<file path="src/rtl/rival_spawn_scheduler.sv">
`default_nettype none
// ============================================================================
// Module   : rival_spawn_scheduler
// Purpose  : Owns the rival-car slot pool for the road display. Spawns rivals
//            into free slots using the LFSR for lane choice, advances them on
//            a divided movement tick, retires cars leaving the road, counts
//            passes and detects collision with the player car.
// Options  : RIVAL_SPEEDUP_EN - when defined, rivals step speed+1 rows per
//            tick; speed rises (max 3) every 16 passes.
// Revision : 1.0 - initial release
// ============================================================================
module rival_spawn_scheduler #(
    parameter int NUM_SLOTS = 4,
    parameter int TICK_DIV  = 500000,
    parameter int SPAWN_GAP = 40,
    parameter int ROAD_X    = 200,
    parameter int TOP_Y     = 150,
    parameter int BOTTOM_Y  = 390,
    parameter int CAR_W     = 14,
    parameter int CAR_H     = 16
) (
    input  logic                     clk,
    input  logic                     rst_n,
    input  logic                     start,
    input  logic [7:0]               random_num,
    input  logic [9:0]               player_x,
    input  logic [9:0]               player_y,
    output logic [10*NUM_SLOTS-1:0]  rival_x_bus,
    output logic [10*NUM_SLOTS-1:0]  rival_y_bus,
    output logic [NUM_SLOTS-1:0]     rival_active,
    output logic                     collide,
    output logic                     running,
    output logic                     tick,
    output logic [15:0]              pass_count
);

    // ------------------------------------------------------------------------
    // Constants
    // ------------------------------------------------------------------------
    localparam int c_TICK_W = (TICK_DIV  > 1) ? $clog2(TICK_DIV)  : 1;
    localparam int c_GAP_W  = (SPAWN_GAP > 1) ? $clog2(SPAWN_GAP) : 1;

    localparam logic [c_TICK_W-1:0] c_TICK_MAX  = c_TICK_W'(TICK_DIV - 1);
    localparam logic [c_GAP_W-1:0]  c_GAP_MAX   = c_GAP_W'(SPAWN_GAP - 1);
    localparam logic [9:0]          c_SPAWN_X0  = 10'(ROAD_X + 8);
    localparam logic [9:0]          c_TOP_Y     = 10'(TOP_Y);
    localparam logic [9:0]          c_BOTTOM_Y  = 10'(BOTTOM_Y);
    localparam logic [9:0]          c_CAR_W     = 10'(CAR_W);
    localparam logic [9:0]          c_CAR_H     = 10'(CAR_H);

    typedef enum logic [1:0] {
        ST_IDLE  = 2'd0,
        ST_RUN   = 2'd1,
        ST_CRASH = 2'd2
    } state_t;

    // ------------------------------------------------------------------------
    // Registers and next-state values
    // ------------------------------------------------------------------------
    state_t                         state_q,     state_d;
    logic [c_TICK_W-1:0]            tick_cnt_q,  tick_cnt_d;
    logic [c_GAP_W-1:0]             spawn_cnt_q, spawn_cnt_d;
    logic [NUM_SLOTS-1:0][9:0]      x_q,         x_d;
    logic [NUM_SLOTS-1:0][9:0]      y_q,         y_d;
    logic [NUM_SLOTS-1:0]           active_q,    active_d;
    logic [15:0]                    pass_q,      pass_d;
    logic                           running_q,   running_d;
    logic                           collide_q,   collide_d;
`ifdef RIVAL_SPEEDUP_EN
    logic [1:0]                     speed_q,     speed_d;
`endif

    // ------------------------------------------------------------------------
    // Combinational helpers
    // ------------------------------------------------------------------------
    logic                           w_tick;
    logic [9:0]                     w_step;
    logic [9:0]                     w_spawn_x;
    logic [NUM_SLOTS-1:0][9:0]      w_ystep;
    logic [NUM_SLOTS-1:0]           w_retire;
    logic [NUM_SLOTS-1:0]           w_overlap;
    logic                           w_hit;
    logic [NUM_SLOTS-1:0]           w_free_oh;
    logic                           w_any_free;
    logic                           w_spawn_due;
    logic [15:0]                    w_pass_sat;
    logic                           w_unused_rnd;

    assign w_tick      = (tick_cnt_q == c_TICK_MAX);
    assign w_spawn_x   = c_SPAWN_X0 + {3'b000, random_num[6:0]};
    assign w_hit       = |w_overlap;
    assign w_any_free  = ~&active_q;
    assign w_spawn_due = (spawn_cnt_q == c_GAP_MAX);
    // Bit 7 of the LFSR is not needed for the 128-pixel lane window.
    assign w_unused_rnd = random_num[7];

`ifdef RIVAL_SPEEDUP_EN
    assign w_step = {8'b0, speed_q} + 10'd1;
`else
    assign w_step = 10'd1;
`endif

    // Per-slot stepped position, retirement and player overlap
    generate
        for (genvar i = 0; i < NUM_SLOTS; i++) begin : g_slot
            assign w_ystep[i]   = y_q[i] + w_step;
            assign w_retire[i]  = active_q[i] && (w_ystep[i] >= c_BOTTOM_Y);
            assign w_overlap[i] = active_q[i]
                               && (player_x < x_q[i] + c_CAR_W)
                               && (x_q[i] < player_x + c_CAR_W)
                               && (player_y < y_q[i] + c_CAR_H)
                               && (y_q[i] < player_y + c_CAR_H);
        end
    endgenerate

    // Lowest-index free slot, taken from the pre-retirement occupancy
    always_comb begin
        logic found;
        found     = 1'b0;
        w_free_oh = '0;
        for (int i = 0; i < NUM_SLOTS; i++) begin
            if (!active_q[i] && !found) begin
                w_free_oh[i] = 1'b1;
                found        = 1'b1;
            end
        end
    end

    // Pass counter plus this tick's retirements, saturating at 16'hFFFF
    always_comb begin
        logic [16:0] acc;
        acc = {1'b0, pass_q};
        for (int i = 0; i < NUM_SLOTS; i++) begin
            if (w_retire[i]) begin
                acc = acc + 17'd1;
            end
        end
        w_pass_sat = acc[16] ? 16'hFFFF : acc[15:0];
    end

    // Next-state: run control, movement, spawning, retirement and collision
    always_comb begin
        state_d     = state_q;
        tick_cnt_d  = w_tick ? '0 : tick_cnt_q + 1'b1;
        spawn_cnt_d = spawn_cnt_q;
        x_d         = x_q;
        y_d         = y_q;
        active_d    = active_q;
        pass_d      = pass_q;
        running_d   = running_q;
        collide_d   = collide_q;
`ifdef RIVAL_SPEEDUP_EN
        speed_d     = speed_q;
`endif

        if (start && (state_q != ST_RUN)) begin
            // Begin or restart a run from an empty road
            state_d     = ST_RUN;
            spawn_cnt_d = '0;
            x_d         = '0;
            y_d         = '0;
            active_d    = '0;
            pass_d      = '0;
            running_d   = 1'b1;
            collide_d   = 1'b0;
`ifdef RIVAL_SPEEDUP_EN
            speed_d     = 2'd0;
`endif
        end else if (state_q == ST_RUN) begin
            if (w_hit) begin
                // Collision beats a coincident tick: nothing moves this cycle
                state_d   = ST_CRASH;
                running_d = 1'b0;
                collide_d = 1'b1;
            end else if (w_tick) begin
                for (int i = 0; i < NUM_SLOTS; i++) begin
                    if (active_q[i]) begin
                        if (w_retire[i]) begin
                            active_d[i] = 1'b0;
                            x_d[i]      = '0;
                            y_d[i]      = '0;
                        end else begin
                            y_d[i]      = w_ystep[i];
                        end
                    end else if (w_spawn_due && w_free_oh[i]) begin
                        // Fresh car sits at the top row until the next tick
                        active_d[i] = 1'b1;
                        x_d[i]      = w_spawn_x;
                        y_d[i]      = c_TOP_Y;
                    end
                end

                if (w_spawn_due) begin
                    // A full pool holds the counter so the spawn retries
                    if (w_any_free) begin
                        spawn_cnt_d = '0;
                    end
                end else begin
                    spawn_cnt_d = spawn_cnt_q + 1'b1;
                end

                pass_d = w_pass_sat;
`ifdef RIVAL_SPEEDUP_EN
                if ((w_pass_sat[15:4] != pass_q[15:4]) && (speed_q != 2'd3)) begin
                    speed_d = speed_q + 2'd1;
                end
`endif
            end
        end else if (state_q != ST_CRASH && state_q != ST_IDLE) begin
            // Recover from an unreachable encoding
            state_d = ST_IDLE;
        end
    end

    // State register with synchronous active-low reset
    always_ff @(posedge clk) begin
        if (!rst_n) begin
            state_q     <= ST_IDLE;
            tick_cnt_q  <= '0;
            spawn_cnt_q <= '0;
            x_q         <= '0;
            y_q         <= '0;
            active_q    <= '0;
            pass_q      <= '0;
            running_q   <= 1'b0;
            collide_q   <= 1'b0;
`ifdef RIVAL_SPEEDUP_EN
            speed_q     <= 2'd0;
`endif
        end else begin
            state_q     <= state_d;
            tick_cnt_q  <= tick_cnt_d;
            spawn_cnt_q <= spawn_cnt_d;
            x_q         <= x_d;
            y_q         <= y_d;
            active_q    <= active_d;
            pass_q      <= pass_d;
            running_q   <= running_d;
            collide_q   <= collide_d;
`ifdef RIVAL_SPEEDUP_EN
            speed_q     <= speed_d;
`endif
        end
    end

    // ------------------------------------------------------------------------
    // Outputs
    // ------------------------------------------------------------------------
    assign rival_x_bus  = x_q;
    assign rival_y_bus  = y_q;
    assign rival_active = active_q;
    assign collide      = collide_q;
    assign running      = running_q;
    assign tick         = w_tick;
    assign pass_count   = pass_q;

endmodule
`default_nettype wire

</file>
<file path="config.mk">
export PLATFORM = sky130hd
export DESIGN_NAME = rival_spawn_scheduler
export DESIGN_NICKNAME = d
export VERILOG_FILES = /design/src/rtl/rival_spawn_scheduler.sv
export SDC_FILE = /design/constraint.sdc
export NUM_CORES = 1
export LEC_CHECK = 0
export BUFFER_PORTS_ARGS = -buffer_cell sky130_fd_sc_hd__buf_2
export CAP_MARGIN = 20
export CORE_MARGIN = 3
export CORE_UTILIZATION = 55
export DETAILED_ROUTE_END_ITERATION = 6
export GPL_TIMING_DRIVEN = 0
export HOLD_SLACK_MARGIN = 0.05
export PLACE_DENSITY = 0.79
export SYNTH_ARGS = -nofsm -noshare
export SYNTH_HDL_FRONTEND = slang
export SYNTH_SLANG_ARGS = --single-unit
</file>
<file path="constraint.sdc">
create_clock -name clk -period 5.78 [get_ports clk]
set_clock_uncertainty 0.15 [all_clocks]
set_input_delay 0.289 -clock clk [delete_from_list [all_inputs] [get_ports clk]]
set_output_delay 0.289 -clock clk [all_outputs]
set_load 0.005 [all_outputs]
</file>
# Yosys cells after proc, flatten, opt, wreduce, memory -nomap -nowiden
# Index checks and enable logic that the tools add are counted.
# word_totals
output_inout_bits	103
regBits	129
wordCells	188
input_bits	31
# op_classes
muxes	56
order_cmp	20
eq_ne	12
bitwise_logic	2
n_reduce_logical	61
n_addsub	21
# op_table
cell	n
2-to-1 mux 10 bit	24
< comparator 10 bit	16
2-to-1 mux 17 bit	4
adder 17 x 1 -> 17 bit (second input constant)	3
adder 10 x 4 -> 10 bit (second input constant)	5
adder 10 x 5 -> 10 bit (second input constant)	5
adder 10 x 1 -> 10 bit (second input constant)	4
greater-or-equal comparator 10 x 9 -> 1 bit (second input constant)	4
logical AND 1 bit	29
AND reduction 4 bit	6
2-to-1 mux 1 bit	22
AND reduction 5 bit	4
adder 19 x 1 -> 19 bit (second input constant)	1
equality test 19 bit (second input constant)	1
adder 16 x 1 -> 17 bit (second input constant)	1
2-to-1 mux 16 bit	1
nonzero test 2 bit	8
2-to-1 mux 6 bit	2
!= test 2 x 1 -> 1 bit (second input constant)	5
adder 8 x 7 -> 9 bit (first input constant)	1
AND reduction 2 bit	4
adder 6 x 1 -> 6 bit (second input constant)	1
equality test 6 bit (second input constant)	1
2-to-1 mux 2 bit	3
other kinds (9)	17

# Depth between registers and ports, before layout
# depth
depth_word	12
depth_mapped	27
depth_no_buf	25

# Worst setup path after synthesis
# OpenSTA, ideal clock, no wires.
# synth_path
path_kind	register to register
startpoint	register y_q (netlist bit rival_y_bus[0])
endpoint	register pass_q[6] (netlist: pass_count[6])
path_slack_ps	549
required_time_ps	5562
synth_period_minus_slack_ps	5231
arrival_time_ps	5013
path_buffers	2
setup_ps	68
stages_incl_launch_ff	27
path_cell_list	dfxtp_1 -> ha_1 -> nand3_2 -> or3_4 -> a21oi_4 -> o21ai_2 -> buf_6 -> a21oi_2 -> xnor2_1 -> inv_1 -> ha_1 -> nor2_1 -> nor2_1 -> ha_1 -> nand2_1 -> o31ai_1 -> ha_1 -> nand3_1 -> nor3_1 -> o21ai_0 -> or3b_1 -> nand4_1 -> a211oi_2 -> inv_1 -> o311a_4 -> buf_8 -> a21oi_4
# synth_between
elab_chain_len	11
elab_cells_between_ends	19
cone_classes	add/sub (5); order compare (3); mux (5); bitwise (1); reduce/logical (5)
# synth_rtl
item	line	text
from (decl)	64	logic [NUM_SLOTS-1:0][9:0] y_q, y_d;
from (signal assigned)	235	y_q <= y_d;
adder 10 x 1 -> 10 bit	106	assign w_ystep[i] = y_q[i] + w_step;
greater-or-equal comparator 10 x 9 -> 1 bit	107	assign w_retire[i] = active_q[i] && (w_ystep[i] >= c_BOTTOM_Y);
logical AND 1 bit	107	
2-to-1 mux 17 bit	134	if (w_retire[i]) begin
adder 17 x 1 -> 17 bit	135	acc = acc + 17'd1;
2-to-1 mux 17 bit	134	
adder 17 x 1 -> 17 bit	135	
2-to-1 mux 17 bit	134	
adder 17 x 1 -> 17 bit	135	
2-to-1 mux 17 bit	134	
2-to-1 mux 16 bit	138	w_pass_sat = acc[16] ? 16'hFFFF : acc[15:0];
to (signal assigned)	237	pass_q <= pass_d;
to (decl)	66	logic [15:0] pass_q, pass_d;
# Parallel ways exist; a longest one is shown, timed or not.
# A chain may end at the register's enable or synchronous reset.

# Worst setup path after layout
# layout_path
startpoint	register y_q (netlist bit rival_y_bus[0])
endpoint	register pass_q[12] (netlist: pass_count[12])
# Same word-level chain as after synthesis.

==> metrics.md <==
| Metric | Value |
|---|---|
| Gr ovfl total | `0` |
| CTS tree | `done` |
| Initial antenna violation count | `2` |
| Largest net degree at the start of global routing | `17` |
| R2R Path Start | `rival_y_bus[0]$_SDFFE_PP0P_` |
| Psw | `577 uW` |
| Nets | `1864` |
| Initial DRC count | `1060` |
| Pwr Density | `160 nW/um^2` |
| WP data arrival | `~5900 ps` |
| Area growth syn-to-layout | `16.1%` |
| Slew Limit Fails | `0` |
| Via count | `between 10000 and 15000` |
| Fin worst setup slack | `112 ps` |
| Most common cell on crit path | `a21oi_4` |
| Chip height | `~150 um` |
| Slowest CP cell | `dfxtp_4` |
| CTS root buf | `clkbuf_16` |
| Final setup violation count | `0` |
| Clock-pin transition on the worst setup and hold timing paths | `60 ps` |
| Gate power share | `8.6%` |
| Worst slew pin tran | `1110 ps` |
| P_int | `1670 uW` |
| WL/cell | `approximately 19 um` |
| First-pass GRT wire length | `59700 um` |
| Critical path class | `flip-flop to flip-flop` |
| Final hold vios | `0` |
| VDD IR-drop max | `around 0.00021 V` |
| HP Class | `input port to flip-flop` |
| PortBufs | `128` |
| Run status | `complete, no violations` |
| Post-synth EDFFs | `0` |
| Endpoint class of the critical path | `flip-flop` |
| Pleak | `around 0.006 uW` |
| Power consumption | `approximately 2200 uW` |
| Top-level I/O count | `134` |
| Fmax | `176 MHz` |
| Clk pwr share | `between 50% and 60%` |
| Max-cap violations | `0` |
| WL final | `38000 um` |
| Most used DFF post-synth | `dfxtp_1` |
| Flops & latches, synth | `125` |
| DRC Markers | `0` |
| Total iterations of the first detailed-routing run | `5` |
| Sink Count | `125` |
| Seq/Total Area, Yosys | `roughly 21%` |
| Layout cells sized above 1 | `~16%` |
| Starting density of the core | `56.8%` |
| Mapped cell area | `12100 sq um` |
| CP startpoint | `rival_y_bus[0]$_SDFFE_PP0P_` |
| Die Area | `23800 sq um` |
| Vias in the first global route | `11500` |
| Setup TNS Final | `0 ps` |
| Max clock buf depth | `2` |
| Startpoint types | `flip-flop` |
| Ant diodes | `0` |
| RePlAce Congestion | `0.984` |
| Die width | `roughly 150 um` |
| GRT Total Usage | `30.6%` |
| Hold Crit Start | `start` |
| Antenna-violating nets left | `0` |
| Mean Syn Cell Area | `around 8.0 sq um` |
| Number of library cell types mapped by synthesis | `95` |
| Sw frac | `25.7%` |
| Core area | `about 21000 sq um` |
| Syn Inst Count | `1509` |
| Crit path max fanout | `10` |
| Fin crit period | `5670 ps` |
| Worst slack at placement | `-364 ps` |
| Final worst-path cycle share | `98.1%` |
| R2R setup slack | `110 ps` |
| Post-synth ARST share | `0%` |
| CP required | `6000 ps` |
| FILL cells | `1789` |
| H-tree levels | `4` |
| Latest clock arrival within the worst-skew pair | `about 430 ps` |
| Num CTS Buffers | `17` |
| Synth warnings | `0` |
| CP peak stage delay | `400 ps` |
| Relative slew slack | `roughly a quarter` |
| Drt via density | `roughly 6.3` |
| Placed wire-length estimate | `28000 um` |
| Row count | `between 50 and 60` |
| Sequential Power Share | `38.6%` |
-- power by group through the flow --
stage	clock [uW]	combinational, uW	sequential (uW)
after CTS	1190	190	867
after global routing	1220	214	866
after detailed placement	0	185	886
final	1190	194	866
after floorplan	0	108	885
after global placement	0	179	886
-- layer usage --
| layer | track usage (%) | share of wire, % |
|---|---|---|
| met1 | 39.2 | 41 |
| met2 | 48.8 | 45 |
| met3 | 8.06 | 10 |
| met4 | 12.8 | 4.0 |
| met5 | 0 | 0.055 |
-- cell usage after synthesis (all sizes together), types with 12 or more instances --
cell,number,share of area [%]
ha,158,16
dfxtp,125,21
nor2,125,3.9
nand2,116,3.6
a21oi,112,5.7
o21ai,89,3.7
a21o,79,4.9
xnor2,76,5.6
nand3,64,2.7
xor2,63,4.6
inv,56,1.7
clkbuf,52,1.6
nand2b,36,1.9
nand4,34,1.8
a22oi,29,1.8
nor3,27,1.2
and3,22,1.1
buf,21,1.2
a211oi,18,1.2
and2,16,0.85
nor2b,16,0.83
nor4,13,0.97
or3,12,0.66
-- flip-flops by register name, summed over array words and instances, names as in the netlist --
signal	flops
collide	1
pass_count	16
rival_active	4
rival_x_bus	36
rival_y_bus	40
running	1
spawn_cnt_q	6
state_q	2
tick_cnt_q	19
-- cells in the final DEF, fill, tap and decap left out, types with 16 or more instances in the layout --
master and count:
nand2b_1 36, buf_4 17, nor2b_1 16, xnor2_1 72
xor2_1 62, inv_1 56, o21ai_0 76, a22oi_1 29
a21oi_1 99, nand3_1 61, nand4_1 33, dfxtp_1 119
a21o_1 79, and3_1 22, buf_2 136, nor2_1 123
ha_1 153, clkbuf_16 17, clkbuf_1 51, nor3_1 23
nand2_1 116
-- final cells by class --
| cell class | count | area [sq um] | share of cell area [%] |
|---|---|---|---|
| multi-input combinational | 1258 | 9200 | 65.6 |
| sequential | 125 | 2510 | 17.9 |
| timing repair buffer | 144 | 783 | 5.58 |
| clock buffer | 18 | 439 | 3.13 |
| buffer | 73 | 347 | 2.47 |
| tap | 275 | 344 | 2.45 |
| inverter | 56 | 210 | 1.50 |
| clock inverter | 13 | 190 | 1.36 |
-- through the flow --
step / util [%] / std cells / hold WS [ps] / instance area, sq um
floorplan: - / 1512 / 261 / 12100
global placement: 61.5 / 1915 / 295 / 13100
detailed placement: 61.5 / 1916 / 305 / 13100
CTS: 65.1 / 1954 / 64.3 / 13800
global route: 65.9 / 1962 / 87.8 / 14000
finish: 65.9 / 1962 / 72.9 / 14000
-- path summary, 6_finish.rpt --
check	depth (start not counted)	endpoint
worst max register to register	26	pass_count[12]$_SDFFE_PP0P_
worst max-delay path	26	pass_count[12]$_SDFFE_PP0P_
worst min register to register	1	tick_cnt_q[0]$_SDFF_PP0_
worst min-delay path	3	state_q[0]$_SDFFE_PN0P_
-- cells by family after synthesis --
family	synth area share [%]
multiplexers	0.683
other	0.0310
buffers and inverters	4.54
AO/OA/AOI/OAI	24.4
XOR/XNOR	10.3
AND/OR/NAND/NOR	22.8
flip-flops	20.7
adder cells (fa/ha/maj)	16.5
-- worst max-delay path: cells and delay by family (launching register included) --
family,cells,cell delay (ps)
buf+inv,4,580
xor+xnor,1,180
fa+ha+maj,4,970
compound gates,8,1740
simple gates,9,1570
flops,1,400
-- timing repair --
item | CTS | global route
hold buffers | 5 | 0
pin swaps | 3 | 7
gates resized for setup | 15 | 24
endpoints found under the setup margin | 16 | 16
setup buffers | 2 | 8
hold endpoints to repair | 17 | 0
(Power assumes the default switching activity.)
